## src/rtl/cronometro_mmss_if.sv

```systemverilog
// Control and status bundle for the MM:SS stopwatch.
// The stopwatch core connects through the slave modport.
// The board top level or a bench connects through the master modport.
interface cronometro_mmss_if;
  logic       start_stop;
  logic       clear;
  logic       lap;
  logic [3:0] sec_u;
  logic [2:0] sec_t;
  logic [3:0] min_u;
  logic [2:0] min_t;
  logic [6:0] seg;
  logic       dp;
  logic [3:0] dg;
  logic       running;
  logic       ovf;
  logic       lap_held;

  modport master (
    output start_stop, clear, lap,
    input  sec_u, sec_t, min_u, min_t, seg, dp, dg, running, ovf, lap_held
  );

  modport slave (
    input  start_stop, clear, lap,
    output sec_u, sec_t, min_u, min_t, seg, dp, dg, running, ovf, lap_held
  );
endinterface

```

## src/rtl/cronometro_mmss.sv

```systemverilog
// MM:SS stopwatch with a start/pause/clear FSM and a prescaled count tick.
// It has cascaded BCD counters (00:00..59:59) with a sticky overflow flag.
// It drives a multiplexed 4-digit 7-segment display.
// The optional lap-hold display freeze is enabled by defining CRONOMETRO_LAP_EN.
module cronometro_mmss #(
  parameter int TICK_DIV  = 50_000_000,
  parameter int SCAN_DIV  = 50_000,
  parameter bit DG_ACT_LO = 1'b1
) (
  input logic              i_clk_in,
  input logic              i_rst,
  cronometro_mmss_if.slave io_bus
);
  localparam int PW = (TICK_DIV > 1) ? $clog2(TICK_DIV) : 1;
  localparam int SW = (SCAN_DIV > 1) ? $clog2(SCAN_DIV) : 1;
  localparam logic [PW-1:0] P_MAX = PW'(TICK_DIV - 1);
  localparam logic [SW-1:0] S_MAX = SW'(SCAN_DIV - 1);

  typedef enum logic [1:0] {ST_IDLE = 2'd0, ST_RUN = 2'd1, ST_PAUSE = 2'd2} state_t;

  state_t        r_state, w_state_nxt;
  logic          r_ss_cur, r_ss_prev, r_cl_cur, r_cl_prev;
  logic          w_ss_edge, w_cl_edge, w_run, w_clr, w_active, w_tick;
  logic [PW-1:0] r_presc;
  logic [3:0]    r_sec_u, r_min_u;
  logic [2:0]    r_sec_t, r_min_t;
  logic          r_ovf, r_running;
  logic [SW-1:0] r_scan_cnt;
  logic [1:0]    r_scan_idx;
  logic [13:0]   w_live, w_disp;
  logic          w_lap_held;
  logic [3:0]    w_digit, w_dg_sel;
  logic [3:0]    r_dg;
  logic [6:0]    r_seg;
  logic          r_dp;

  // Active-high {a..g} pattern for one BCD digit.
  function automatic logic [6:0] seg_decode(input logic [3:0] d);
    logic [6:0] p;
    case (d)
      4'd0:    p = 7'b1111110;
      4'd1:    p = 7'b0110000;
      4'd2:    p = 7'b1101101;
      4'd3:    p = 7'b1111001;
      4'd4:    p = 7'b0110011;
      4'd5:    p = 7'b1011011;
      4'd6:    p = 7'b1011111;
      4'd7:    p = 7'b1110000;
      4'd8:    p = 7'b1111111;
      4'd9:    p = 7'b1111011;
      default: p = 7'b0000000;
    endcase
    return p;
  endfunction

  // sample start/stop and clear once; keep the previous sample for rising-edge detection
  always_ff @(posedge i_clk_in) begin
    if (i_rst) begin
      r_ss_cur  <= 1'b0;
      r_ss_prev <= 1'b0;
      r_cl_cur  <= 1'b0;
      r_cl_prev <= 1'b0;
    end else begin
      r_ss_cur  <= io_bus.start_stop;
      r_ss_prev <= r_ss_cur;
      r_cl_cur  <= io_bus.clear;
      r_cl_prev <= r_cl_cur;
    end
  end

  assign w_ss_edge = r_ss_cur & ~r_ss_prev;
  assign w_cl_edge = r_cl_cur & ~r_cl_prev;

  // FSM state register
  always_ff @(posedge i_clk_in) begin
    if (i_rst) begin
      r_state <= ST_IDLE;
    end else begin
      r_state <= w_state_nxt;
    end
  end

  // next state: SS wins over CLEAR in RUN; CLEAR wins over SS when stopped
  always_comb begin
    w_state_nxt = r_state;
    case (r_state)
      ST_IDLE: begin
        if (w_cl_edge)      w_state_nxt = ST_IDLE;
        else if (w_ss_edge) w_state_nxt = ST_RUN;
        else                w_state_nxt = ST_IDLE;
      end
      ST_RUN: begin
        if (w_ss_edge) w_state_nxt = ST_PAUSE;
        else           w_state_nxt = ST_RUN;
      end
      ST_PAUSE: begin
        if (w_cl_edge)      w_state_nxt = ST_IDLE;
        else if (w_ss_edge) w_state_nxt = ST_RUN;
        else                w_state_nxt = ST_PAUSE;
      end
      default: w_state_nxt = ST_IDLE;
    endcase
  end

  // FSM outputs: counting enable, effective clear and "not idle" qualifier
  always_comb begin
    w_run    = 1'b0;
    w_clr    = 1'b0;
    w_active = 1'b0;
    case (r_state)
      ST_IDLE:  w_clr = w_cl_edge;
      ST_RUN: begin
        w_run    = 1'b1;
        w_active = 1'b1;
      end
      ST_PAUSE: begin
        w_clr    = w_cl_edge;
        w_active = 1'b1;
      end
      default: w_clr = 1'b0;
    endcase
  end

  assign w_tick = w_run & (r_presc == P_MAX);

  // RUNNING flag registered from the next state so it tracks the state register
  always_ff @(posedge i_clk_in) begin
    if (i_rst) begin
      r_running <= 1'b0;
    end else begin
      r_running <= (w_state_nxt == ST_RUN);
    end
  end

  // prescaler: advances only in RUN, holds in PAUSE so sub-second progress survives
  always_ff @(posedge i_clk_in) begin
    if (i_rst || w_clr) begin
      r_presc <= '0;
    end else if (w_tick) begin
      r_presc <= '0;
    end else if (w_run) begin
      r_presc <= r_presc + {{(PW-1){1'b0}}, 1'b1};
    end else begin
      r_presc <= r_presc;
    end
  end

  // cascaded BCD counters; the wrap past 59:59 sets the sticky overflow flag
  always_ff @(posedge i_clk_in) begin
    if (i_rst || w_clr) begin
      r_sec_u <= 4'd0;
      r_sec_t <= 3'd0;
      r_min_u <= 4'd0;
      r_min_t <= 3'd0;
      r_ovf   <= 1'b0;
    end else if (w_tick) begin
      if (r_sec_u != 4'd9) begin
        r_sec_u <= r_sec_u + 4'd1;
      end else begin
        r_sec_u <= 4'd0;
        if (r_sec_t != 3'd5) begin
          r_sec_t <= r_sec_t + 3'd1;
        end else begin
          r_sec_t <= 3'd0;
          if (r_min_u != 4'd9) begin
            r_min_u <= r_min_u + 4'd1;
          end else begin
            r_min_u <= 4'd0;
            if (r_min_t != 3'd5) begin
              r_min_t <= r_min_t + 3'd1;
            end else begin
              r_min_t <= 3'd0;
              r_ovf   <= 1'b1;
            end
          end
        end
      end
    end
  end

  assign w_live = {r_min_t, r_min_u, r_sec_t, r_sec_u};

`ifdef CRONOMETRO_LAP_EN
  logic        r_lap_cur, r_lap_prev, r_lap_held;
  logic [13:0] r_snap;
  logic        w_lap_edge;

  assign w_lap_edge = r_lap_cur & ~r_lap_prev;

  // lap hold: toggle on LAP edge outside IDLE; capture the live count when entering hold
  always_ff @(posedge i_clk_in) begin
    if (i_rst) begin
      r_lap_cur  <= 1'b0;
      r_lap_prev <= 1'b0;
      r_lap_held <= 1'b0;
      r_snap     <= 14'd0;
    end else begin
      r_lap_cur  <= io_bus.lap;
      r_lap_prev <= r_lap_cur;
      if (w_clr) begin
        r_lap_held <= 1'b0;
      end else if (w_lap_edge && w_active) begin
        r_lap_held <= ~r_lap_held;
        if (!r_lap_held) begin
          r_snap <= w_live;
        end
      end
    end
  end

  assign w_lap_held = r_lap_held;
  assign w_disp     = r_lap_held ? r_snap : w_live;
`else
  assign w_lap_held = 1'b0;
  assign w_disp     = w_live;
`endif

  // free-running scan divider and digit index
  always_ff @(posedge i_clk_in) begin
    if (i_rst) begin
      r_scan_cnt <= '0;
      r_scan_idx <= 2'd0;
    end else if (r_scan_cnt == S_MAX) begin
      r_scan_cnt <= '0;
      r_scan_idx <= r_scan_idx + 2'd1;
    end else begin
      r_scan_cnt <= r_scan_cnt + {{(SW-1){1'b0}}, 1'b1};
      r_scan_idx <= r_scan_idx;
    end
  end

  // select the digit value and one-hot enable for the current scan index
  always_comb begin
    w_digit  = 4'd0;
    w_dg_sel = 4'b0001;
    case (r_scan_idx)
      2'd0: begin w_digit = w_disp[3:0];           w_dg_sel = 4'b0001; end
      2'd1: begin w_digit = {1'b0, w_disp[6:4]};   w_dg_sel = 4'b0010; end
      2'd2: begin w_digit = w_disp[10:7];          w_dg_sel = 4'b0100; end
      2'd3: begin w_digit = {1'b0, w_disp[13:11]}; w_dg_sel = 4'b1000; end
      default: begin w_digit = 4'd0;               w_dg_sel = 4'b0001; end
    endcase
  end

  // DG, SEG and DP registered together so the pattern always matches the enabled digit
  always_ff @(posedge i_clk_in) begin
    if (i_rst) begin
      r_dg  <= DG_ACT_LO ? 4'b1110 : 4'b0001;
      r_seg <= 7'b1111110;
      r_dp  <= 1'b0;
    end else begin
      r_dg  <= DG_ACT_LO ? ~w_dg_sel : w_dg_sel;
      r_seg <= seg_decode(w_digit);
      r_dp  <= (r_scan_idx == 2'd2) & w_active;
    end
  end

  assign io_bus.sec_u    = r_sec_u;
  assign io_bus.sec_t    = r_sec_t;
  assign io_bus.min_u    = r_min_u;
  assign io_bus.min_t    = r_min_t;
  assign io_bus.seg      = r_seg;
  assign io_bus.dp       = r_dp;
  assign io_bus.dg       = r_dg;
  assign io_bus.running  = r_running;
  assign io_bus.ovf      = r_ovf;
  assign io_bus.lap_held = w_lap_held;
endmodule

```

## src/flat_wrapper.sv

```systemverilog
// flat-port wrapper written by rule: the top's interface ports become plain ports
module cronometro_mmss_flat 
#(
  parameter int TICK_DIV  = 50_000_000,
  parameter int SCAN_DIV  = 50_000,
  parameter bit DG_ACT_LO = 1'b1
)
  (i_clk_in, i_rst, io_bus_start_stop, io_bus_clear, io_bus_lap, io_bus_sec_u, io_bus_sec_t, io_bus_min_u, io_bus_min_t, io_bus_seg, io_bus_dp, io_bus_dg, io_bus_running, io_bus_ovf, io_bus_lap_held);
  cronometro_mmss_if io_bus_i ();
  input logic i_clk_in;
  input logic i_rst;
  input wire logic [$bits(io_bus_i.start_stop)-1:0] io_bus_start_stop;
  input wire logic [$bits(io_bus_i.clear)-1:0] io_bus_clear;
  input wire logic [$bits(io_bus_i.lap)-1:0] io_bus_lap;
  output wire logic [$bits(io_bus_i.sec_u)-1:0] io_bus_sec_u;
  output wire logic [$bits(io_bus_i.sec_t)-1:0] io_bus_sec_t;
  output wire logic [$bits(io_bus_i.min_u)-1:0] io_bus_min_u;
  output wire logic [$bits(io_bus_i.min_t)-1:0] io_bus_min_t;
  output wire logic [$bits(io_bus_i.seg)-1:0] io_bus_seg;
  output wire logic [$bits(io_bus_i.dp)-1:0] io_bus_dp;
  output wire logic [$bits(io_bus_i.dg)-1:0] io_bus_dg;
  output wire logic [$bits(io_bus_i.running)-1:0] io_bus_running;
  output wire logic [$bits(io_bus_i.ovf)-1:0] io_bus_ovf;
  output wire logic [$bits(io_bus_i.lap_held)-1:0] io_bus_lap_held;
  assign io_bus_i.start_stop = io_bus_start_stop;
  assign io_bus_i.clear = io_bus_clear;
  assign io_bus_i.lap = io_bus_lap;
  assign io_bus_sec_u = io_bus_i.sec_u;
  assign io_bus_sec_t = io_bus_i.sec_t;
  assign io_bus_min_u = io_bus_i.min_u;
  assign io_bus_min_t = io_bus_i.min_t;
  assign io_bus_seg = io_bus_i.seg;
  assign io_bus_dp = io_bus_i.dp;
  assign io_bus_dg = io_bus_i.dg;
  assign io_bus_running = io_bus_i.running;
  assign io_bus_ovf = io_bus_i.ovf;
  assign io_bus_lap_held = io_bus_i.lap_held;
  cronometro_mmss #(.TICK_DIV(TICK_DIV), .SCAN_DIV(SCAN_DIV), .DG_ACT_LO(DG_ACT_LO)) u_core (.i_clk_in(i_clk_in), .i_rst(i_rst), .io_bus(io_bus_i));
endmodule
```

## config.mk

```make
export PLATFORM = sky130hd
export DESIGN_NAME = cronometro_mmss_flat
export DESIGN_NICKNAME = d
export VERILOG_FILES = /design/src/rtl/cronometro_mmss_if.sv /design/src/rtl/cronometro_mmss.sv /design/src/flat_wrapper.sv
export SDC_FILE = /design/constraint.sdc
export NUM_CORES = 1
export LEC_CHECK = 0
export CORE_MARGIN = 5
export CORE_UTILIZATION = 55
export CTS_CLUSTER_SIZE = 40
export DETAILED_ROUTE_END_ITERATION = 10
export DONT_BUFFER_PORTS = 1
export PLACE_DENSITY_LB_ADDON = 0.1
export SLEW_MARGIN = 20
export SYNTH_ARGS = -nofsm -noshare
export SYNTH_HDL_FRONTEND = slang
export SYNTH_SLANG_ARGS = --single-unit
```

## constraint.sdc

```tcl
create_clock -name i_clk_in -period 3 [get_ports i_clk_in]
set_clock_uncertainty 0.1 [all_clocks]
set_input_delay 0 -clock i_clk_in [delete_from_list [all_inputs] [get_ports i_clk_in]]
set_output_delay 0 -clock i_clk_in [all_outputs]
set_load 0.01 [all_outputs]
```

==> run metrics <==
gr usage total 0.161; Ports 34; post-layout minimum cycle time 2.39 ns; most frequent cells in the layout dfxtp_1 (78), nor2_1 (65), nand2_1 (35); clk slew on worst S/H paths 0.08 ns; worst-margin pin slew 0.762 ns; power per cell area 504 mW/mm²; Worst EP required 3.16 ns; worst hold path type input pin to flop; Antenna diodes 0; Cell Rows 29; CP endpoint kind flop; Reg2Reg Depth 8; arrival time at the worst endpoint between 2 and 3 ns; ANT nets after route 0; Rel. slew slack 0.490; status finished, final reports clean; Initial Utilization 0.567; Clock Path Buffers 2; Die Width 90.9 µm; largest net degree at the start of global routing 27; die extent in y about 90 µm; crit path kind flop to flop; post-placement cell count 475; final slew viol count 0; drt drc 0; synthesized instance count 410; Routed wire per std cell 13.3 µm; Synth Flop Type dfxtp_1; CTS tree done; vias per cell 5.38; WHS 0.103 ns; global route overflow 0; total number of vias around 2700; port buffer count 0; initial drt markers 131; H-tree depth 3; Synth Area per Inst about 9 µm²; Syn-to-layout area delta 8.48%; Pleak 0.00143 µW; clk_lat worst skew roughly 0.34 ns; Final GP Congestion 0.806; Final nets 433; HPWL after DPL between 4000 and 5000 µm; layout cells sized above 1 0.0649; worst-path fanout max 7; RSZ-0062 raised after global routing false; first-pass GRT wire length 11300 µm; synth unique cells 47; commonest non-fill, non-tap cell in the layout dfxtp_1; Setup crit start kind flop; synthesized area 0.00360 mm²; Seq/Total Area, Yosys 0.433; hold path cells 2; Async SR Flop Fraction 0; Die Footprint 0.00827 mm²; syn_nets 431; Total Wirelength ~6600 µm; drt first pass iters 7; Post-Layout Cell Count 493; Num CTS Buffers 9; Max Cap Violations 0; Setup-failing EPs final 0; fmax 419 MHz; postcts setup bufs 0; core area 0.00635 mm²; YS warnings 0; initial antenna violation count 0; Pwr Total ~2000 µW; number of global-route vias before repair roughly 2500; Fin. Hold Viols 0; fin crit share 0.796; post-route setup TNS 0 ns; CTS Root Cell clkbuf_8; worst vdd ir around 0.32 mV; Post-synth EDFFs 0; Yosys reg bits between 70 and 80; clock sink count 78
-- what timing repair did --
action,4_1_cts,5_1_grt
endpoints found under the hold margin,39,0
gates resized for setup,0,0
hold buffers,3,0
endpoints found under the setup margin,0,0
-- synthesized netlist by cell type, types with 2 or more instances --
cell / number / share of area
dfxtp_1: 78 / 0.43
nor2_1: 65 / 0.068
nand2_1: 35 / 0.036
xor2_1: 28 / 0.068
a21oi_1: 16 / 0.022
ha_1: 16 / 0.056
inv_1: 16 / 0.017
nand4_1: 16 / 0.028
xnor2_1: 15 / 0.036
nand3_1: 14 / 0.019
clkbuf_1: 12 / 0.013
nor2b_1: 9 / 0.016
nor3_1: 9 / 0.013
and3_1: 8 / 0.014
mux2i_1: 8 / 0.022
nand2b_1: 7 / 0.012
and4_1: 6 / 0.015
or3_1: 6 / 0.010
o21a_1: 5 / 0.010
o21ai_0: 5 / 0.0069
a222oi_1: 3 / 0.0083
a31oi_1: 3 / 0.0052
and2_1: 2 / 0.0035
buf_4: 2 / 0.0042
nor3b_1: 2 / 0.0042
nor4_1: 2 / 0.0035
or2_2: 2 / 0.0035
-- layer usage --
| layer | wire (µm) | track usage | vias to the layer above |
|---|---|---|---|
| li1 | - | - | 1386 |
| met1 | 3270 | 0.221 | 1218 |
| met2 | 2820 | 0.243 | 46 |
| met3 | 435 | 0.0537 | 4 |
| met4 | 45 | 0.0452 | 0 |
| met5 | 0 | 0 | - |
-- critical path: stages (launching register included) --
cell	delay, ns
dfxtp_1	0.33
inv_1	0.07
ha_1	0.31
nand4_1	0.25
nor4_2	0.26
buf_4	0.17
nand4_1	0.19
or3b_2	0.49
a21oi_1	0.14
-- per-stage QoR --
step            util  setup slack (ns)  instance area, µm²
6_report       0.615             0.613                3910
3_5_place_dp   0.576             0.607                3660
4_1_cts        0.615             0.586                3910
3_3_place_gp   0.576             0.654                3660
2_1_floorplan      -             0.836                3600
5_1_grt        0.615             0.408                3910
-- registers in the layout, summed over array words and instances, names as in the netlist --
register	count
u_core.io_bus.sec_u	4
u_core.io_bus.running	1
u_core.io_bus.dg	4
u_core.io_bus.dp	1
u_core.io_bus.seg	7
u_core.io_bus.min_u	4
u_core.r_cl_cur	1
u_core.r_scan_cnt	16
u_core.r_ss_prev	1
u_core.r_presc	26
u_core.r_ss_cur	1
u_core.io_bus.ovf	1
u_core.r_cl_prev	1
u_core.r_state	2
u_core.io_bus.min_t	3
u_core.r_scan_idx	2
u_core.io_bus.sec_t	3
-- final cells by class --
type / count / area (µm²)
Fill cell: 554 / 2440
Multi-Input combinational cell: 301 / 1920
Sequential cell: 78 / 1560
Clock buffer: 11 / 151
Tap cell: 77 / 96.3
Clock inverter: 4 / 70.1
Inverter: 16 / 60.1
Timing Repair Buffer: 6 / 52.6
-- report_power, final --
group / internal (µW) / total [µW] / switching, µW
clock: 507 / 868 / 361
sequential: 1040 / 1050 / 6.05
combinational: 17.8 / 50.7 / 32.9
total: 1570 / 1970 / 400
-- final timing paths --
check / slack [ns] / from / endpoint
max: 0.61 / u_core.r_state[1] / u_core.io_bus.min_t[2]
min: 0.10 / i_rst / u_core.io_bus.sec_t[1]
max reg2reg: 0.61 / u_core.r_state[1] / u_core.io_bus.min_t[2]
min reg2reg: 0.36 / u_core.r_ss_cur / u_core.r_ss_prev
-- logic make-up after synthesis --
| family | Yosys count | synth area share |
|---|---|---|
| other cells | 1 | 0.00104 |
| simple gates | 194 | 0.279 |
| xor+xnor | 43 | 0.105 |
| buf+inv | 31 | 0.0347 |
| flops | 78 | 0.433 |
| mux | 9 | 0.0254 |
| compound gates | 38 | 0.0660 |
| fa+ha+maj | 16 | 0.0556 |
(Power assumes the default switching activity.)
